`src/rtl/uart_rx_if.sv`:
```
// uart_rx_if: peripheral bus bundle between the machine bus (master) and a
// register-mapped responder (slave).
//   addr     - register select
//   ren      - read strobe, one cycle per access
//   rdata    - read data, valid while rd_valid is high
//   rd_valid - read response strobe, one cycle after ren
//   wen      - write strobe
//   wdata    - write data
interface uart_rx_if;
  logic [2:0] addr;
  logic       ren;
  logic [7:0] rdata;
  logic       rd_valid;
  logic       wen;
  logic [7:0] wdata;

  modport master (output addr, ren, wen, wdata, input rdata, rd_valid);
  modport slave  (input addr, ren, wen, wdata, output rdata, rd_valid);
endinterface

```
`src/rtl/uart_rx.sv`:
```
// uart_rx: memory-mapped 8N1 UART receiver with a small receive FIFO.
//   clk  - system clock
//   rst  - asynchronous active-high reset
//   bus  - register bus (slave side): 0 DATA (R, pops), 1 STATUS (R),
//          2 CTRL (W: bit0 clear OVR, bit1 clear FERR, bit2 flush FIFO)
//   rx   - serial input, idle high, asynchronous to clk
//   irq  - high while the FIFO holds at least one byte
module uart_rx #(
  parameter int CLK_DIV = 104,
  parameter int DEPTH   = 4
) (
  input  logic      clk,
  input  logic      rst,
  uart_rx_if.slave  bus,
  input  logic      rx,
  output logic      irq
);
  localparam int CW = $clog2(CLK_DIV);
  localparam int AW = $clog2(DEPTH);
  localparam logic [CW-1:0] HALF_LAST = CW'(CLK_DIV / 2 - 1);
  localparam logic [CW-1:0] BIT_LAST  = CW'(CLK_DIV - 1);
  localparam logic [AW:0]   FULL_CNT  = (AW + 1)'(DEPTH);

  typedef enum logic [2:0] {S_IDLE, S_START, S_DATA, S_STOP, S_BREAK} state_t;

  state_t        state_q, state_d;
  logic [CW-1:0] cnt_q, cnt_d;
  logic [2:0]    bit_q, bit_d;
  logic [7:0]    shift_q, shift_d;
  logic          sync1_q, rxs_q;
  logic          push, ferr_set;

  logic [7:0]    mem_q [DEPTH];
  logic [AW-1:0] wptr_q, wptr_d, rptr_q, rptr_d;
  logic [AW:0]   count_q, count_d;
  logic          ovr_q, ferr_q, irq_q;
  logic          rd_valid_q;
  logic [7:0]    rdata_q, rd_mux;

  logic avail, full, pop, ctrl_wr, flush, do_push, ovr_set;
  logic unused_wdata;

  assign unused_wdata = ^bus.wdata[7:3];

  // Two-flop synchroniser; presets to the idle level so reset never looks
  // like a start bit.
  always_ff @(posedge clk or posedge rst) begin
    if (rst) begin
      sync1_q <= 1'b1;
      rxs_q   <= 1'b1;
    end else begin
      sync1_q <= rx;
      rxs_q   <= sync1_q;
    end
  end

  // Receive FSM: START samples at mid start bit, so every later sample
  // taken CLK_DIV cycles apart lands mid-bit.
  always_comb begin
    state_d  = state_q;
    cnt_d    = cnt_q;
    bit_d    = bit_q;
    shift_d  = shift_q;
    push     = 1'b0;
    ferr_set = 1'b0;
    case (state_q)
      S_IDLE: begin
        if (!rxs_q) begin
          cnt_d   = '0;
          state_d = S_START;
        end
      end
      S_START: begin
        if (cnt_q == HALF_LAST) begin
          if (rxs_q) begin
            state_d = S_IDLE;
          end else begin
            cnt_d   = '0;
            bit_d   = '0;
            state_d = S_DATA;
          end
        end else begin
          cnt_d = cnt_q + 1'b1;
        end
      end
      S_DATA: begin
        if (cnt_q == BIT_LAST) begin
          cnt_d   = '0;
          shift_d = {rxs_q, shift_q[7:1]};
          bit_d   = bit_q + 1'b1;
          if (bit_q == 3'd7) state_d = S_STOP;
        end else begin
          cnt_d = cnt_q + 1'b1;
        end
      end
      S_STOP: begin
        if (cnt_q == BIT_LAST) begin
          if (rxs_q) begin
            push    = 1'b1;
            state_d = S_IDLE;
          end else begin
            ferr_set = 1'b1;
            state_d  = S_BREAK;
          end
        end else begin
          cnt_d = cnt_q + 1'b1;
        end
      end
      S_BREAK: begin
        // Hold here until the line returns high so a stuck-low line does
        // not produce a stream of bogus frames.
        if (rxs_q) state_d = S_IDLE;
      end
      default: state_d = S_IDLE;
    endcase
  end

  always_ff @(posedge clk or posedge rst) begin
    if (rst) begin
      state_q <= S_IDLE;
      cnt_q   <= '0;
      bit_q   <= '0;
    end else begin
      state_q <= state_d;
      cnt_q   <= cnt_d;
      bit_q   <= bit_d;
    end
  end

  always_ff @(posedge clk) begin
    shift_q <= shift_d;
  end

  // FIFO control: a pop frees the slot a same-cycle push needs, so a full
  // FIFO accepts the push without overrun; flush beats everything.
  assign avail   = (count_q != '0);
  assign full    = (count_q == FULL_CNT);
  assign pop     = bus.ren && (bus.addr == 3'd0) && avail;
  assign ctrl_wr = bus.wen && (bus.addr == 3'd2);
  assign flush   = ctrl_wr && bus.wdata[2];
  assign do_push = push && (!full || pop);
  assign ovr_set = push && full && !pop;

  always_comb begin
    wptr_d  = wptr_q;
    rptr_d  = rptr_q;
    count_d = count_q;
    if (flush) begin
      wptr_d  = '0;
      rptr_d  = '0;
      count_d = '0;
    end else begin
      if (do_push) wptr_d = wptr_q + 1'b1;
      if (pop)     rptr_d = rptr_q + 1'b1;
      if (do_push && !pop)      count_d = count_q + 1'b1;
      else if (pop && !do_push) count_d = count_q - 1'b1;
    end
  end

  always_ff @(posedge clk) begin
    if (do_push) mem_q[wptr_q] <= shift_q;
  end

  // Sticky flags: a new error event outranks a same-cycle clear.
  always_ff @(posedge clk or posedge rst) begin
    if (rst) begin
      wptr_q  <= '0;
      rptr_q  <= '0;
      count_q <= '0;
      ovr_q   <= 1'b0;
      ferr_q  <= 1'b0;
      irq_q   <= 1'b0;
    end else begin
      wptr_q  <= wptr_d;
      rptr_q  <= rptr_d;
      count_q <= count_d;
      ovr_q   <= ovr_set  || (ovr_q  && !(ctrl_wr && bus.wdata[0]));
      ferr_q  <= ferr_set || (ferr_q && !(ctrl_wr && bus.wdata[1]));
      irq_q   <= (count_d != '0);
    end
  end

  // Registered read response; rdata is forced to zero outside the strobe.
  always_comb begin
    rd_mux = 8'h00;
    case (bus.addr)
      3'd0:    rd_mux = avail ? mem_q[rptr_q] : 8'h00;
      3'd1:    rd_mux = {4'b0000, ferr_q, ovr_q, full, avail};
      default: rd_mux = 8'h00;
    endcase
  end

  always_ff @(posedge clk or posedge rst) begin
    if (rst) begin
      rd_valid_q <= 1'b0;
      rdata_q    <= 8'h00;
    end else begin
      rd_valid_q <= bus.ren;
      rdata_q    <= bus.ren ? rd_mux : 8'h00;
    end
  end

  assign bus.rdata    = rdata_q;
  assign bus.rd_valid = rd_valid_q;
  assign irq          = irq_q;
endmodule

```
`src/flat_wrapper.sv`:
```
// flat-port wrapper written by rule: the top's interface ports become plain ports
module uart_rx_flat 
#(
  parameter int CLK_DIV = 104,
  parameter int DEPTH   = 4
)
  (clk, rst, rx, irq, bus_addr, bus_ren, bus_wen, bus_wdata, bus_rdata, bus_rd_valid);
  uart_rx_if bus_i ();
  input  logic clk;
  input  logic rst;
  input  logic rx;
  output logic irq;
  input wire logic [$bits(bus_i.addr)-1:0] bus_addr;
  input wire logic [$bits(bus_i.ren)-1:0] bus_ren;
  input wire logic [$bits(bus_i.wen)-1:0] bus_wen;
  input wire logic [$bits(bus_i.wdata)-1:0] bus_wdata;
  output wire logic [$bits(bus_i.rdata)-1:0] bus_rdata;
  output wire logic [$bits(bus_i.rd_valid)-1:0] bus_rd_valid;
  assign bus_i.addr = bus_addr;
  assign bus_i.ren = bus_ren;
  assign bus_i.wen = bus_wen;
  assign bus_i.wdata = bus_wdata;
  assign bus_rdata = bus_i.rdata;
  assign bus_rd_valid = bus_i.rd_valid;
  uart_rx #(.CLK_DIV(CLK_DIV), .DEPTH(DEPTH)) u_core (.clk(clk), .rst(rst), .bus(bus_i), .rx(rx), .irq(irq));
endmodule
```
`config.mk`:
```
export PLATFORM = sky130hd
export DESIGN_NAME = uart_rx_flat
export DESIGN_NICKNAME = d
export VERILOG_FILES = /design/src/rtl/uart_rx_if.sv /design/src/rtl/uart_rx.sv /design/src/flat_wrapper.sv
export SDC_FILE = /design/constraint.sdc
export NUM_CORES = 1
export LEC_CHECK = 0
export CAP_MARGIN = 40
export CORE_UTILIZATION = 29
export CTS_CLUSTER_SIZE = 16
export DETAILED_ROUTE_END_ITERATION = 10
export GPL_ROUTABILITY_DRIVEN = 0
export HOLD_SLACK_MARGIN = 0.08
export SYNTH_ARGS = -nofsm -noshare
export SYNTH_HDL_FRONTEND = slang
export SYNTH_SLANG_ARGS = --single-unit
```
`constraint.sdc`:
```
create_clock -name clk -period 2.6 [get_ports clk]
set_input_delay 0.52 -clock clk [delete_from_list [all_inputs] [get_ports clk]]
set_output_delay 0.52 -clock clk [all_outputs]
set_load 0.005 [all_outputs]
```
* After elaboration in Yosys (flattened, before gate mapping)
Memories as Yosys holds them, arrays and structs flattened.
Index checks and enable logic that the tools add are counted.
** Operators by class
- Multiplexer cells :: 36
- Eq/ne operators :: 18
- Reduce and logical (&&, ||, !) cells :: 33
- Add/subtract/negate cells :: 6
** Operators with widths (count)
- two-way mux 3 bit :: 13
- two-way mux 7 bit :: 4
- case mux 7 bit (4 select lines) :: 1
- two-way mux 8 bit :: 2
- case mux 8 bit (2 select lines) :: 1
- case mux 3 bit (5 select lines) :: 1
- logical AND 1 bit :: 13
- two-way mux 2 bit :: 5
- inequality test 2 x 1 -> 1 bit, second input constant :: 5
- == test 3 x 2 -> 1 bit, second input constant :: 3
- == test 3 bit, second input constant :: 3
- two-way mux 1 bit :: 8
- adder 7 x 1 -> 7 bit, second input constant :: 1
- == test 7 x 6 -> 1 bit, second input constant :: 1
- == test 7 bit, second input constant :: 1
- adder 3 x 1 -> 3 bit, second input constant :: 2
- == test 3 x 1 -> 1 bit, second input constant :: 2
- zero test 3 bit :: 2
- inequality test 2 bit, second input constant :: 3
- case mux 3 bit (2 select lines) :: 1
- AND reduction 6 bit :: 1
- nonzero test 2 bit :: 3
- nonzero test 3 bit :: 2
- zero test 1 bit :: 5
- other kinds (6) :: 10
** Word-level totals
- Memories :: 1
- Flip-flop bits (word level) :: 42
- Bits in writable memories :: 32
- Input port bits :: 16
- Word-level logic and storage cells :: 108
- Output and inout bits :: 10
** Memory list
- u_core.mem_q :: words 4, bits a word 8, rd ports 1, clocked after memory_dff 0, wr ports 1, RTL line uart_rx.sv:33 : logic [7:0] mem_q [DEPTH];

* Depth between registers and ports, before layout
- Word-level depth :: 11
- Gate-level depth with buffers :: 7
- Depth with buffers taken out :: 7

* Least setup slack after synthesis
No wires, ideal clock.
- Path type :: reg-to-reg
- Start point :: register u_core.cnt_q[0]
- End point :: register u_core.shift_q[0] (enable)
- Setup time :: 0.404 ns
- Period minus slack after synthesis :: 2.358 ns
- Data required time :: 2.196 ns
- Buffers on the path :: 0
- Setup slack :: 0.242 ns
- Stages on the path, launching flop included :: 4
- Arrival :: 1.955 ns
- Cell sequence :: dfrtp_1 > ha_1 > nand4b_2 > nor4_1
** On the way
- Cells in the longest elaborated chain, start to end :: 2
** RTL lines
- from (decl) :: RTL line uart_rx.sv:27 : logic [CW-1:0] cnt_q, cnt_d;
- from (signal assigned) :: RTL line uart_rx.sv:125 : cnt_q <= cnt_d;
- == test 7 bit :: RTL line uart_rx.sv:87 : if (cnt_q == BIT_LAST) begin
- AND reduction 2 bit (no line)
- to (signal assigned) :: RTL line uart_rx.sv:131 : shift_q <= shift_d;
- to (decl) :: RTL line uart_rx.sv:29 : logic [7:0] shift_q, shift_d;
No other way between the ends.
A chain may end at the register's enable or synchronous reset.

* Worst setup path after layout
- Start point :: register u_core.cnt_q[0]
- End point :: memory u_core.mem_q[3][7] (enable)
** On the way
- Cells in the longest elaborated chain, start to end :: 6
** RTL lines
- == test 7 bit :: RTL line uart_rx.sv:97 : if (cnt_q == BIT_LAST) begin
- two-way mux 1 bit :: RTL line uart_rx.sv:97
- two-way mux 1 bit :: RTL line uart_rx.sv:66 : case (state_q)
- logical AND 1 bit :: RTL line uart_rx.sv:141 : assign do_push = push && (!full || pop);
- two-way mux 1 bit :: RTL line uart_rx.sv:161 : if (do_push) mem_q[wptr_q] <= shift_q;
- two-way mux 1 bit (implied by the code) :: RTL line uart_rx.sv:161
- to (decl) :: RTL line uart_rx.sv:33
No other way between the ends.

==> results.md <==
* DP Area at 3710 µm²
* Post-Syn Area at 3240 µm²
* Ports at 26
* #FFs+latches synth at 74
* GRT Util Overall at ~11%
* ANT nets after route at 0
* Slew margin rel. at between 50% and 60%
* Worst Hold Depth at 0
* Worst-path maximum fanout at 8
* Synth cell types at between 50 and 60
* Sequential element share of the synthesized area at 63.4%
* Number of global-route vias before repair at ~1900
* Worst Hold Class: reg -> reg
* Area delta synth->final at 20.7%
* Setup TNS at 0 ps
* Critical path endpoint: u_core.mem_q[3][7]
* Die height at roughly 110 µm
* Antenna violations before repair at 0
* Largest net degree at the start of global routing at 35
* Crit path max-delay cell type: nor3_4
* Starting Density at 29.8%
* PortBufs at 20
* Unrepaired setup endpoints after global routing: no
* CTS Buffer Depth at 2
* Power Dens Cells at slightly below 700 nW/µm²
* Rows at 38
* Critical Path End Type: flop
* Grt ovf at 0
* Most frequent cells after synthesis: edfxtp_1, dfrtp_1, nor2_1
* Post-route cell area at 3910 µm²
* Crit path max-delay family: simple AND/OR/NAND/NOR gates
* DR DRC count at 0
* Initial DRC count at 97
* Maximum VDD drop at 0.285 mV
* Asr flop ratio synth at about 46%
* Slew Limit Fails at 0
* Worst R2R Start: u_core.cnt_q[0]
* Final WL at 5740 µm
* Crit start category: flop
* Most common cell in the synthesized netlist: edfxtp_1
* Hpwl dp at 3850 µm
* H-tree depth at 3
* Hold buffer count at CTS at 0
* Reg-to-Reg End: u_core.mem_q[3][7]
* Slowest stage delay, CP at roughly 410 ps
* Clock skew at 13.0 ps
* WP depth at 6
* Area leader, netlist: edfxtp_1
* Syn Nets at 256
* Buffers & Inverters on Critical Path at 1
* Post-CTS Setup Bufs at 0
* Worst setup path category: reg -> reg
* Die Wd at between 100 and 150 µm
* Fin crit share at 84.8%
* Clk Latency, worst-skew pair at 360 ps
* Reg2Reg Setup Slack at 390 ps
* Ordered cell list for the critical path: ha_1 -> nand4b_2 -> nor3_4 -> o21a_4 -> and2_1 -> buf_12
* Worst Setup SP: u_core.cnt_q[0]
* Critical Path RT at 2670 ps
* Worst R2R Path Depth at 6
* Finish-stage setup viols at 0
* Gate Count Post-Synth at 230
* Core Area at 10900 µm²
* Area contributors post-synth: edfxtp_1, dfrtp_1, mux4_2, ha_1, nor2_1
* Synth Warn # at 0
* Status: complete, no violations
* Tmin final at 2210 ps
* Post-synth EDFFs at 40
* CTS tree: yes
* Post-cts sizing count at 0
* Sink Count at 74
* Fmax at between 0.4 and 0.5 GHz
* Final #Nets at between 200 and 300
* Share of cells above drive strength 1 at roughly a fifth
* Post-synth top area share at a little under two fifths
* CTS Buf Count at 9
* Global-route wire length before repair at 9520 µm
* Final hold viol count at 0
* Max Cap Viol at 0
* N_diodes at 0
* Drt pass-1 iters at 4
* Design Power at roughly 2.7 mW
* Clock-pin transition on the worst setup and hold timing paths at 80 ps
* Worst Path Arrival at 2280 ps
* Synth Area per Inst at ~14 µm²
* Vias post-DR at around 1900
* Die footprint at approximately 12000 µm²
* Drt wl/cell at 14.0 µm
* Vias per cell at 4.64
* Clk root buf: clkbuf_8
* Main synth FF type: edfxtp_1
* Leakage at between 1 and 1.5 nW
* Least-Margin Pin Slew at 618 ps
-- where the power goes --
group | switching (mW) | internal (mW)
Combinational | 0.153 | 0.226
Clock | 0.473 | 0.460
Sequential | 0.0985 | 1.28
-- state kept, by name, indices dropped and copies added (netlist names) --
signal               cells
u_core.bit_q             3
u_core.bus.rd_valid      1
u_core.bus.rdata         8
u_core.cnt_q             7
u_core.count_q           3
u_core.ferr_q            1
u_core.irq               1
u_core.mem_q            32
u_core.ovr_q             1
u_core.rptr_q            2
u_core.rxs_q             1
u_core.shift_q           8
u_core.state_q           3
u_core.sync1_q           1
u_core.wptr_q            2
-- area by class of cell --
cell class	instances	area, µm²
Clock inverter	7	82.6
Clock buffer	9	124
Inverter	10	37.5
Fill cell	1054	6970
Timing Repair Buffer	30	325
Tap cell	140	175
Multi-Input combinational cell	140	1110
Sequential cell	74	2050
-- cell usage in the layout (no fill, tap or decap), drive strengths merged, types with 2 or more instances in the layout --
cell,instances
a21oi,10
mux2i,3
dfstp,2
nand4b,2
nor3,4
a221o,2
and3,2
xnor2,4
o21ai,12
or3b,2
nor2,18
or3,4
a32o,2
nand2,12
nor2b,2
nand3b,3
nand2b,4
dfrtp,32
o2bb2ai,2
and2,9
mux2,2
buf,10
o31ai,2
a22o,3
nand3,3
edfxtp,40
clkdlybuf4s50,20
ha,10
clkbuf,9
inv,14
mux4,8
clkinv,2
a21o,2
-- through the flow --
step	instances	hold WS, ps	utilization (%)	setup WS (ps)
2_1_floorplan	230	345	-	242
3_3_place_gp	394	346	34.0	122
3_5_place_dp	394	347	34.0	94.5
4_1_cts	410	359	35.9	395
5_1_grt	410	363	35.9	250
6_report	410	358	35.9	394
-- routing by layer --
metal	wire length, µm	vias up	share of wire, %	GRT usage, %
li1	-	926	-	-
met1	2680	934	47	14.2
met2	2730	31	48	17.6
met3	212	11	3.7	2.78
met4	113	0	2.0	5.58
met5	0	-	0	0
-- logic make-up after synthesis --
kind of cell               synth area share, %
DFF                                       63.4
and+or+nand+nor                           13.0
AOI/OAI and AO/OA                         8.76
buffers and inverters                     2.43
muxes                                     7.18
adders and majority gates                 3.86
xor gates and xnor gates                  1.35
-- worst register-to-register path, delay by kind of cell (launching register included) --
family	cells	cell delay, ps
compound gates	1	230
fa+ha+maj	1	300
simple gates	3	870
flops	1	390
buf+inv	1	140
-- worst min path at each step --
stage / start / endpoint / slack [ps]
global route: u_core.sync1_q / u_core.rxs_q / 360
CTS: u_core.sync1_q / u_core.rxs_q / 360
detailed placement: u_core.sync1_q / u_core.rxs_q / 350
floorplan: u_core.sync1_q / u_core.rxs_q / 350
global placement: u_core.sync1_q / u_core.rxs_q / 350
finish: u_core.sync1_q / u_core.rxs_q / 360
(Power assumes the default switching activity.)
